### config.mk
export PLATFORM = sky130hd
export DESIGN_NAME = sfp_uart_tx
export DESIGN_NICKNAME = d
export VERILOG_FILES = /design/src/rtl/sfp_uart_tx.sv
export SDC_FILE = /design/constraint.sdc
export NUM_CORES = 1
export LEC_CHECK = 0
export CAP_MARGIN = 20
export CORE_MARGIN = 5
export CORE_UTILIZATION = 54
export DETAILED_ROUTE_END_ITERATION = 12
export HOLD_SLACK_MARGIN = 0.05
export PLACE_DENSITY = 0.75
export SETUP_SLACK_MARGIN = 0.2
export SKIP_CTS_REPAIR_TIMING = 1
export SLEW_MARGIN = 5
export SYNTH_ARGS = -nofsm -noshare
export SYNTH_HDL_FRONTEND = slang
export SYNTH_SLANG_ARGS = --single-unit
### constraint.sdc
create_clock -name clk -period 2.4 [get_ports clk]
set_clock_uncertainty 0.15 [all_clocks]
set_input_delay 0.36 -clock clk [delete_from_list [all_inputs] [get_ports clk]]
set_output_delay 0.36 -clock clk [all_outputs]
set_load 0.03 [all_outputs]
### src/rtl/sfp_uart_tx.sv
// Asynchronous byte-framing transmitter feeding the SFP tx pin: start, LSB-first data,
// optional parity, one stop bit; the line is held low whenever the link qualifier is down.
//
// state  | meaning
// IDLE   | waiting for a byte; line idles high only while the link is up
// START  | start bit (line low)
// DATA   | data bits, LSB first
// PARITY | parity bit (only when PARITY != 0)
// STOP   | stop bit (line high)
module sfp_uart_tx #(
   parameter int CLKS_PER_BIT = 100,
   parameter int DATA_BITS    = 8,
   parameter int PARITY       = 0
) (
   input  logic                 clk,
   input  logic                 rst_n,
   input  logic                 i_enable,
   input  logic [DATA_BITS-1:0] i_data,
   input  logic                 i_valid,
   output logic                 o_ready,
   output logic                 o_tx,
   output logic                 o_busy
);

   localparam int CW = $clog2(CLKS_PER_BIT);
   localparam int IW = $clog2(DATA_BITS + 1);

   localparam logic [2:0] IDLE   = 3'd0;
   localparam logic [2:0] START  = 3'd1;
   localparam logic [2:0] DATA   = 3'd2;
   localparam logic [2:0] PAR    = 3'd3;
   localparam logic [2:0] STOP   = 3'd4;

   localparam logic [CW-1:0] CNT_LAST = CW'(CLKS_PER_BIT - 1);
   localparam logic [IW-1:0] IDX_LAST = IW'(DATA_BITS - 1);
   localparam logic          ODD      = (PARITY == 2);

   logic [2:0]           r_state;
   logic [CW-1:0]        r_cnt;
   logic [IW-1:0]        r_idx;
   logic [DATA_BITS-1:0] r_shift;
   logic                 r_par;
   logic                 r_tx;

   logic w_hs;
   logic w_last;

   assign o_ready = (r_state == IDLE) && i_enable;
   assign w_hs    = o_ready && i_valid;
   assign w_last  = (r_cnt == CNT_LAST);
   assign o_busy  = (r_state != IDLE);
   assign o_tx    = r_tx;

   // r_tx is loaded with the value of the state being entered, so the line and the
   // state register always change on the same edge.
   always_ff @(posedge clk) begin
      if (!rst_n) begin
         r_state <= IDLE;
         r_cnt   <= '0;
         r_idx   <= '0;
         r_shift <= '0;
         r_par   <= 1'b0;
         r_tx    <= 1'b0;
      end else if ((r_state != IDLE) && !i_enable) begin
         r_state <= IDLE;
         r_cnt   <= '0;
         r_idx   <= '0;
         r_shift <= '0;
         r_par   <= 1'b0;
         r_tx    <= 1'b0;
      end else begin
         case (r_state)
            IDLE: begin
               if (w_hs) begin
                  r_shift <= i_data;
                  r_par   <= (^i_data) ^ ODD;
                  r_cnt   <= '0;
                  r_idx   <= '0;
                  r_state <= START;
                  r_tx    <= 1'b0;
               end else begin
                  r_tx    <= i_enable;
               end
            end
            START: begin
               if (w_last) begin
                  r_cnt   <= '0;
                  r_state <= DATA;
                  r_tx    <= r_shift[0];
               end else begin
                  r_cnt   <= r_cnt + 1'b1;
               end
            end
            DATA: begin
               if (w_last) begin
                  r_cnt   <= '0;
                  r_shift <= r_shift >> 1;
                  if (r_idx == IDX_LAST) begin
                     r_idx <= '0;
                     if (PARITY != 0) begin
                        r_state <= PAR;
                        r_tx    <= r_par;
                     end else begin
                        r_state <= STOP;
                        r_tx    <= 1'b1;
                     end
                  end else begin
                     r_idx <= r_idx + 1'b1;
                     r_tx  <= r_shift[1];
                  end
               end else begin
                  r_cnt   <= r_cnt + 1'b1;
               end
            end
            PAR: begin
               if (w_last) begin
                  r_cnt   <= '0;
                  r_state <= STOP;
                  r_tx    <= 1'b1;
               end else begin
                  r_cnt   <= r_cnt + 1'b1;
               end
            end
            STOP: begin
               if (w_last) begin
                  r_cnt   <= '0;
                  r_state <= IDLE;
                  r_tx    <= 1'b1;
               end else begin
                  r_cnt   <= r_cnt + 1'b1;
               end
            end
            default: begin
               r_state <= IDLE;
               r_cnt   <= '0;
               r_idx   <= '0;
               r_tx    <= 1'b0;
            end
         endcase
      end
   end

endmodule

# After elaboration in Yosys (flattened, before gate mapping)
# Index checks and enable logic that the tools add are counted.
dict set report totals {
  ff_bits 23
  input_bits 12
  out_inout_bits 3
  elab_cells 60
}
dict set report op_classes {
  n_addsub 2
  eq_ne 13
  mux 23
  bitwise 2
  reduce_logical 15
}
# operator count
set ops {}
lappend ops {{$mux W3} 6}
lappend ops {{$mux W8} 2}
lappend ops {{$pmux W8 S2} 1}
lappend ops {{$pmux W3 S5} 1}
lappend ops {{$mux W7} 2}
lappend ops {{$pmux W7 S2} 1}
lappend ops {{$mux W4} 3}
lappend ops {{$ne A2 B2 Y1 const B} 6}
lappend ops {{$pmux W4 S3} 1}
lappend ops {{$reduce_and A3 Y1} 3}
lappend ops {{$add A7 B1 Y7 const B} 1}
lappend ops {{$eq A7 B7 Y1 const B} 1}
lappend ops {{$eq A3 B2 Y1 const B} 2}
lappend ops {{$reduce_and A6 Y1} 1}
lappend ops {{$mux W1} 5}
lappend ops {{$add A4 B1 Y4 const B} 1}
lappend ops {{$eq A4 B3 Y1 const B} 1}
lappend ops {{$pmux W1 S4} 1}
lappend ops {{$reduce_or A2 Y1} 2}
lappend ops {{$reduce_or A4 Y1} 1}
lappend ops {{$eq A3 B1 Y1 const B} 1}
lappend ops {{$eq A3 B3 Y1 const B} 1}
lappend ops {{$logic_and A1 B1 Y1} 3}
lappend ops {{$logic_not A3 Y1} 1}
lappend ops {{6 further kinds} 7}

# Depth between registers and ports, before layout
# Gate-level depths: netlist (run 1).
dict set report depth {
  depth_word 5
  depth_mapped 7
  depth_no_buf 5
}

# Worst setup path before layout (run 1)
# No wires, ideal clock.
dict set report synth_timing {
  kind {reg2reg}
  from {register r_state[2]}
  to {register r_shift[0]}
  setup_ns 0.122
  t_arrival_ns 1.553
  required_time_ns 2.128
  slack_ns 0.576
  path_stages_with_launch 8
  n_path_buf 2
  cell_sequence {dfxtp_1 -> buf_6 -> nor3_4 -> inv_1 -> nor2_2 -> buf_2 -> o21ai_0 -> o311a_1}
}
dict set report synth_between {
  elab_cells_between_ends 12
}
# item line_no
set synth_lines {}
lappend synth_lines {{from (decl)} 38} ;# logic [2:0] r_state;
lappend synth_lines {{from (signal assigned)} 58} ;# r_state <= IDLE;
lappend synth_lines {{from (signal assigned)} 65} ;# r_state <= IDLE;
lappend synth_lines {{from (signal assigned)} 79} ;# r_state <= START;
lappend synth_lines {{$reduce_bool A3 Y1} -}
lappend synth_lines {{via o_busy} 22} ;# output logic o_busy
lappend synth_lines {{$logic_and A1 B1 Y1} 64} ;# end else if ((r_state != IDLE) && !i_enable) begin
lappend synth_lines {{$reduce_or A2 Y1 (no line)} -}
lappend synth_lines {{to (signal assigned)} 75} ;# r_shift <= i_data;
lappend synth_lines {{to (signal assigned)} 97} ;# r_shift <= r_shift >> 1;
lappend synth_lines {{to (decl)} 41} ;# logic [DATA_BITS-1:0] r_shift;
# The timed path passes the listed nets, and every way through them passes these cells.
# A chain may end at the register's enable or synchronous reset.

# Final worst setup path (run 1)
dict set report layout_timing {
  from {register r_state[2]}
  to {output o_ready}
}
dict set report layout_between {
  elab_chain_len 2
}
# item line_no
set layout_lines {}
lappend layout_lines {{$logic_not A3 Y1} 48} ;# assign o_ready = (r_state == IDLE) && i_enable;
lappend layout_lines {{$logic_and A1 B1 Y1} 48}
lappend layout_lines {{to (decl)} 20} ;# output logic o_ready,
# Every way passes these cells.

==> results of run 1 <==
==> placed cells by master (no fill, tap or decap), types with 2 or more instances in the layout <==
cell type         n
dfxtp_1          21
clkdlybuf4s50_1  12
nand2_1          10
o21ai_0          10
nor2_1           10
mux2i_1           9
nand3_1           7
o311a_1           7
buf_4             7
xor2_1            5
and2_1            4
nand4b_1          3
a21oi_1           3
nand4_1           3
clkbuf_4          3
inv_1             2
o21ai_2           2
xnor2_1           2
o311ai_0          2
a31oi_1           2
o21bai_1          2
nand3b_1          2
ha_1              2
dlymetal6s2s_1    2
dfxtp_2           2
==> state kept, by name, indices dropped and copies added (netlist names) <==
name / cells
o_tx: 1
r_idx: 4
r_state: 3
r_cnt: 7
r_shift: 8
==> worst max-delay path, cell delays in order, from the launching register on <==
cell and delay, ns:
dfxtp_2 0.41, nor3_4 0.26, and2_1 0.16, dlymetal6s2s_1 0.29
==> power by group through the flow <==
| stage | sequential (mW) | combinational, mW | clock (mW) |
|---|---|---|---|
| 3_5_place_dp | 0.468 | 0.364 | 0 |
| 6_report | 0.461 | 0.386 | 0.187 |
| 3_3_place_gp | 0.466 | 0.356 | 0 |
| 2_1_floorplan | 0.455 | 0.271 | 0 |
| 5_1_grt | 0.470 | 0.421 | 0.207 |
| 4_1_cts | 0.459 | 0.369 | 0.190 |
==> cell families (layout without fill, tap and decap cells) <==
kind of cell             after synthesis  after routing  synth area share [%]
flip-flops                            23             23                  36.1
AND/OR/NAND/NOR                       51             51                  23.9
XOR/XNOR                               7              7                  4.81
buffers and inverters                 10             27                  4.13
adder cells (fa/ha/maj)                2              2                  1.96
AO/OA/AOI/OAI                         37             37                  22.0
multiplexers                           9              9                  7.07
==> area by class of cell <==
cell class,instances,area (sq um)
clock buffers,3,22.5
clock inverters,1,7.51
fillers,195,739
inverters,2,7.51
multi-input cells,106,761
flip-flops and latches,23,463
well taps,28,35.0
repair buffers,21,198
==> through the flow <==
step	setup WS (ns)	util (%)	power, mW
2_1_floorplan	0.576	-	0.726
3_3_place_gp	0.282	64.5	0.822
3_5_place_dp	0.250	64.5	0.832
4_1_cts	-0.100	65.9	1.02
5_1_grt	0.317	66.9	1.10
6_report	0.451	66.9	1.03
==> path summary, 6_finish.rpt <==
check	end	cells after the start	slack (ns)	from
min	r_idx[1]$_SDFFE_PP0P_	2	0.35	r_idx[1]$_SDFFE_PP0P_
min reg2reg	r_idx[1]$_SDFFE_PP0P_	2	0.35	r_idx[1]$_SDFFE_PP0P_
max reg2reg	r_shift[1]$_SDFFE_PP0P_	5	0.49	r_state[0]$_SDFFE_PP0P_
max	o_ready	3	0.45	r_state[2]$_SDFFE_PP0P_
==> layer usage <==
| metal | global-route usage (%) | share of wire, % | up-vias |
|---|---|---|---|
| met5 | 0 | 0 | - |
| met4 | 1.99 | 0.51 | 0 |
| met3 | 3.95 | 5.1 | 2 |
| met2 | 31.7 | 49 | 26 |
| met1 | 23.9 | 45 | 530 |
| li1 | - | - | 558 |
==> impl_metrics.json, run 1 <==
{
  "synth_top_area_cell": "dfxtp_1",
  "cap_violations": 0,
  "min_path_type": "reg -> reg",
  "cts_made_buffers": 3,
  "p_seq_share_pct": 44.6,
  "clk_path_buf_depth": 2,
  "finalSetupViolCount": 0,
  "grt_pass1_vias": 1104,
  "hpwl_um": 2040,
  "finalInstanceArea_sq_um": 1490,
  "synthTopCellsByArea": "dfxtp_1, mux2i_1, o311a_1, o21ai_0, xor2_1",
  "grt_usage_pct": 18.3,
  "drt-pass1-iter-count": 4,
  "vias_per_cell": 6.07,
  "p_int_mw": 0.663,
  "start_util_pct": 57.0,
  "coreArea_sq_um": 2230,
  "critPathKind": "reg -> out",
  "io_buffers": 14,
  "grt_overflow": 0,
  "critPathRequiredTime_ns": 1.89,
  "ys_top_cells_by_count": "dfxtp_1, nand2_1, nor2_1, o21ai_0, mux2i_1",
  "io_pins": 15,
  "dieArea_sq_um": 3430,
  "final_net_count": 171,
  "clock_latency_ns": 0.32,
  "async_flop_share_pct": 0,
  "place_inst": 178,
  "synth_edf_count": 0,
  "ys_ff_latch": 23,
  "final_cells": 184,
  "antenna_found_initial": 0,
  "p_comb_share_pct": 37.3,
  "final_hold_viol_count": 0,
  "place_area_sq_um": 1440,
  "wl_per_cell_um": 15.0,
  "power_density_nw_per_um2": 691,
  "syn_inst": 139,
  "period_needed_ns": 1.95,
  "die_width_um": 58.6,
  "die_h_um": 58.6,
  "drv_slew": 0,
  "cts_sinks": 23,
  "htreeDepth": 1,
  "endpoint_kind": "primary output",
  "post-route-period-util_pct": 81.2,
  "globalplace.congestion": 0.800,
  "synth.avg_cell_area_sq_um": 9.16,
  "num_vias": 1116,
  "drive_gt1_share_pct": 14.1,
  "synth_nets": 153,
  "pwr-share-clk_pct": 18.1,
  "switchingPower_mw": 0.370,
  "synth_top_area_share_pct": 36.1,
  "clk_root_buffer_cell": "clkbuf_4",
  "worstMarginPinSlew_ns": 0.636,
  "ys.warnings.count": 0,
  "status": "finished clean",
  "totalNegativeSetupSlack_ns": 0,
  "relSlewSlack_pct": 57.1,
  "syn_to_final_growth_pct": 17.3,
  "n_antenna_cell": 0,
  "drc_errors": 0,
  "max_freq_mhz": 513,
  "timing.hold.ws_ns": 0.347,
  "yosysMostFrequentCell": "dfxtp_1",
  "critPathMaxFanout": 11,
  "ys.flop_type": "dfxtp_1",
  "clk_pin_slew_ns": 0.14,
  "rsz0062_at_grt": "false",
  "ys_seq_area_share_pct": 36.1,
  "startpoint_type": "flip-flop",
  "yosysUniqueCellTypes": 44,
  "ant_nets": 0,
  "cts_tree": "done",
  "num_rows": 17,
  "switching_share_pct": 35.8,
  "drt-initial-drc-count": 21,
  "ir_worst_vdd_mv": 0.695,
  "p_leak_nw": 0.589,
  "grt_pass1_wl_um": 5000,
  "crit_arrival_ns": 1.44,
  "grt_max_degree": 16,
  "finalWirelength_um": 2760,
  "syn_area_sq_um": 1270
}
Power figures use the tool's default switching activity.
==> inputs of run 2 (changes only) <==
==> constraint.sdc (replaced) <==
create_clock -name clk -period 1.83 [get_ports clk]
set_clock_uncertainty 0.15 [all_clocks]
set_input_delay 0.2745 -clock clk [delete_from_list [all_inputs] [get_ports clk]]
set_output_delay 0.2745 -clock clk [all_outputs]
set_load 0.03 [all_outputs]
==> run 2 against run 1 <==
  * Non-clock buffer count increased by 20
  * Routed wire length up 28%
  * Highest routed layer unchanged
  * Die area is the same
  * Clock power grew 25%
  * Total power up 56%
==> impl_metrics.json, run 2 (synthesis results as in run 1) <==
{
  "coreArea_sq_um": 2230,
  "drt-initial-drc-count": 88,
  "die_width_um": 58.6,
  "grt_pass1_wl_um": 5040,
  "power_density_nw_per_um2": 880,
  "num_rows": 17,
  "globalplace.congestion": 0.911,
  "final_hold_viol_count": 0,
  "reg2reg_to": "r_idx[0]$_SDFFE_PP0P_",
  "switching_share_pct": 36.5,
  "switchingPower_mw": 0.586,
  "drt-pass1-iter-count": 4,
  "worstMarginPinSlew_ns": 0.358,
  "drv_slew": 0,
  "grt_max_degree": 16,
  "p_seq_share_pct": 37.4,
  "clk_root_buffer_cell": "clkbuf_4",
  "place_inst": 192,
  "final_common_cell": "buf_4",
  "clk_pin_slew_ns": 0.13,
  "nFillCells": 139,
  "max_flop_register": "r_shift",
  "regToRegStartpoint": "r_cnt[2]$_SDFFE_PP0P_",
  "pwr-share-clk_pct": 14.6,
  "clock_latency_ns": 0.31,
  "relSlewSlack_pct": 76.0,
  "finalSetupViolCount": 0,
  "finalWirelength_um": 3520,
  "grt_pass1_vias": 1136,
  "cts_sinks": 23,
  "layout_common_cells": "buf_4, dfxtp_1, clkdlybuf4s50_1, nand2_1, buf_6",
  "max_freq_mhz": 547,
  "grt_overflow": 0,
  "drc_errors": 0,
  "p_leak_nw": 0.716,
  "ir_worst_vdd_mv": 0.668,
  "critPathRequiredTime_ns": 1.92,
  "clk_path_buf_depth": 2,
  "n_antenna_cell": 0,
  "endpoint_kind": "flip-flop",
  "p_int_mw": 1.02,
  "r2r_cells": 3,
  "grt_usage_pct": 18.4,
  "period_needed_ns": 1.83,
  "rsz0062_at_grt": "true",
  "min_to": "r_cnt[1]$_SDFFE_PP0P_",
  "num_vias": 1259,
  "drive_gt1_share_pct": 42.0,
  "ant_nets": 0,
  "io_buffers": 14,
  "antenna_found_initial": 0,
  "cts_made_buffers": 3,
  "syn_to_final_growth_pct": 43.3,
  "start_util_pct": 57.0,
  "min_path_type": "reg -> reg",
  "vias_per_cell": 6.17,
  "cap_violations": 0,
  "status": "finished clean",
  "final_net_count": 191,
  "holdPathStages": 2,
  "wl_per_cell_um": 17.3,
  "rrSetupSlack_ns": 0.002,
  "io_pins": 15,
  "finalInstanceArea_sq_um": 1830,
  "hpwl_um": 2270,
  "startpoint_type": "flip-flop",
  "htreeDepth": 1,
  "finalPower_mw": 1.61,
  "final_core_util_pct": 81.7,
  "die_h_um": 58.6,
  "post-route-period-util_pct": 99.9,
  "final_cells": 204,
  "dieArea_sq_um": 3430,
  "critPathMaxFanout": 5,
  "reg.largest.list": "r_shift x8, r_cnt x7, r_idx x4",
  "crit_arrival_ns": 1.92,
  "largest_reg_flops": 8,
  "cts_tree": "done",
  "critPathKind": "reg -> reg",
  "p_comb_share_pct": 48.0,
  "place_area_sq_um": 1560,
  "min-delay-start": "r_cnt[1]$_SDFFE_PP0P_"
}
run 2: worst max-delay path by stage:
stage / from / endpoint / slack [ns] / cells past startpoint
after detailed placement: i_enable / r_cnt[6]$_SDFFE_PP0P_ / -0.16 / 5
after global placement: i_enable / r_cnt[5]$_SDFFE_PP0P_ / -0.12 / 5
after floorplan: r_state[0]$_SDFFE_PP0P_ / r_shift[0]$_SDFFE_PP0P_ / 0.09 / 7
final: r_cnt[2]$_SDFFE_PP0P_ / r_idx[0]$_SDFFE_PP0P_ / 0.002 / 3
after CTS: r_state[2]$_SDFFE_PP0P_ / o_busy / -0.28 / 3
after global routing: r_state[0]$_SDFFE_PP0P_ / o_ready / -0.03 / 3
run 2: layout make-up:
| cell class | count | area [sq um] | share of cell area, % |
|---|---|---|---|
| multi-input cells | 106 | 903 | 49.5 |
| inverters | 2 | 7.51 | 0.411 |
| repair buffers | 41 | 378 | 20.7 |
| clock inverters | 1 | 5.00 | 0.274 |
| flip-flops and latches | 23 | 474 | 26.0 |
| well taps | 28 | 35.0 | 1.92 |
| clock buffers | 3 | 22.5 | 1.23 |
run 2: per-layer routing:
layer | wire length, um | vias to the layer above | GRT usage [%]
li1 | - | 599 | -
met5 | 0 | - | 0
met3 | 167 | 2 | 2.41
met1 | 1510 | 604 | 24.7
met4 | 14 | 0 | 6.95
met2 | 1830 | 54 | 29.8
run 2: stage by stage:
step | setup WS, ns | TNS [ns] | hold WS, ns
2_1_floorplan | 0.0930 | 0 | 0.274
5_1_grt | -0.0295 | -0.0709 | 0.370
4_1_cts | -0.279 | -0.279 | 0.341
6_report | 0.00239 | 0 | 0.348
3_5_place_dp | -0.161 | -1.28 | 0.322
3_3_place_gp | -0.116 | -0.804 | 0.305
run 2: power by group through the flow:
stage               Combinational [mW]  Clock [mW]  Sequential (mW)
floorplan                        0.372           0            0.597
global placement                 0.572           0            0.601
detailed placement               0.582           0            0.605
CTS                              0.585       0.241            0.594
global route                     0.822       0.262            0.608
finish                           0.771       0.234            0.601
run 2: worst max-delay path, cell delays in order, from the launching register on:
cell and delay [ns]:
dfxtp_4 0.38, or4b_4 0.56, or4_4 0.51, o22ai_2 0.16
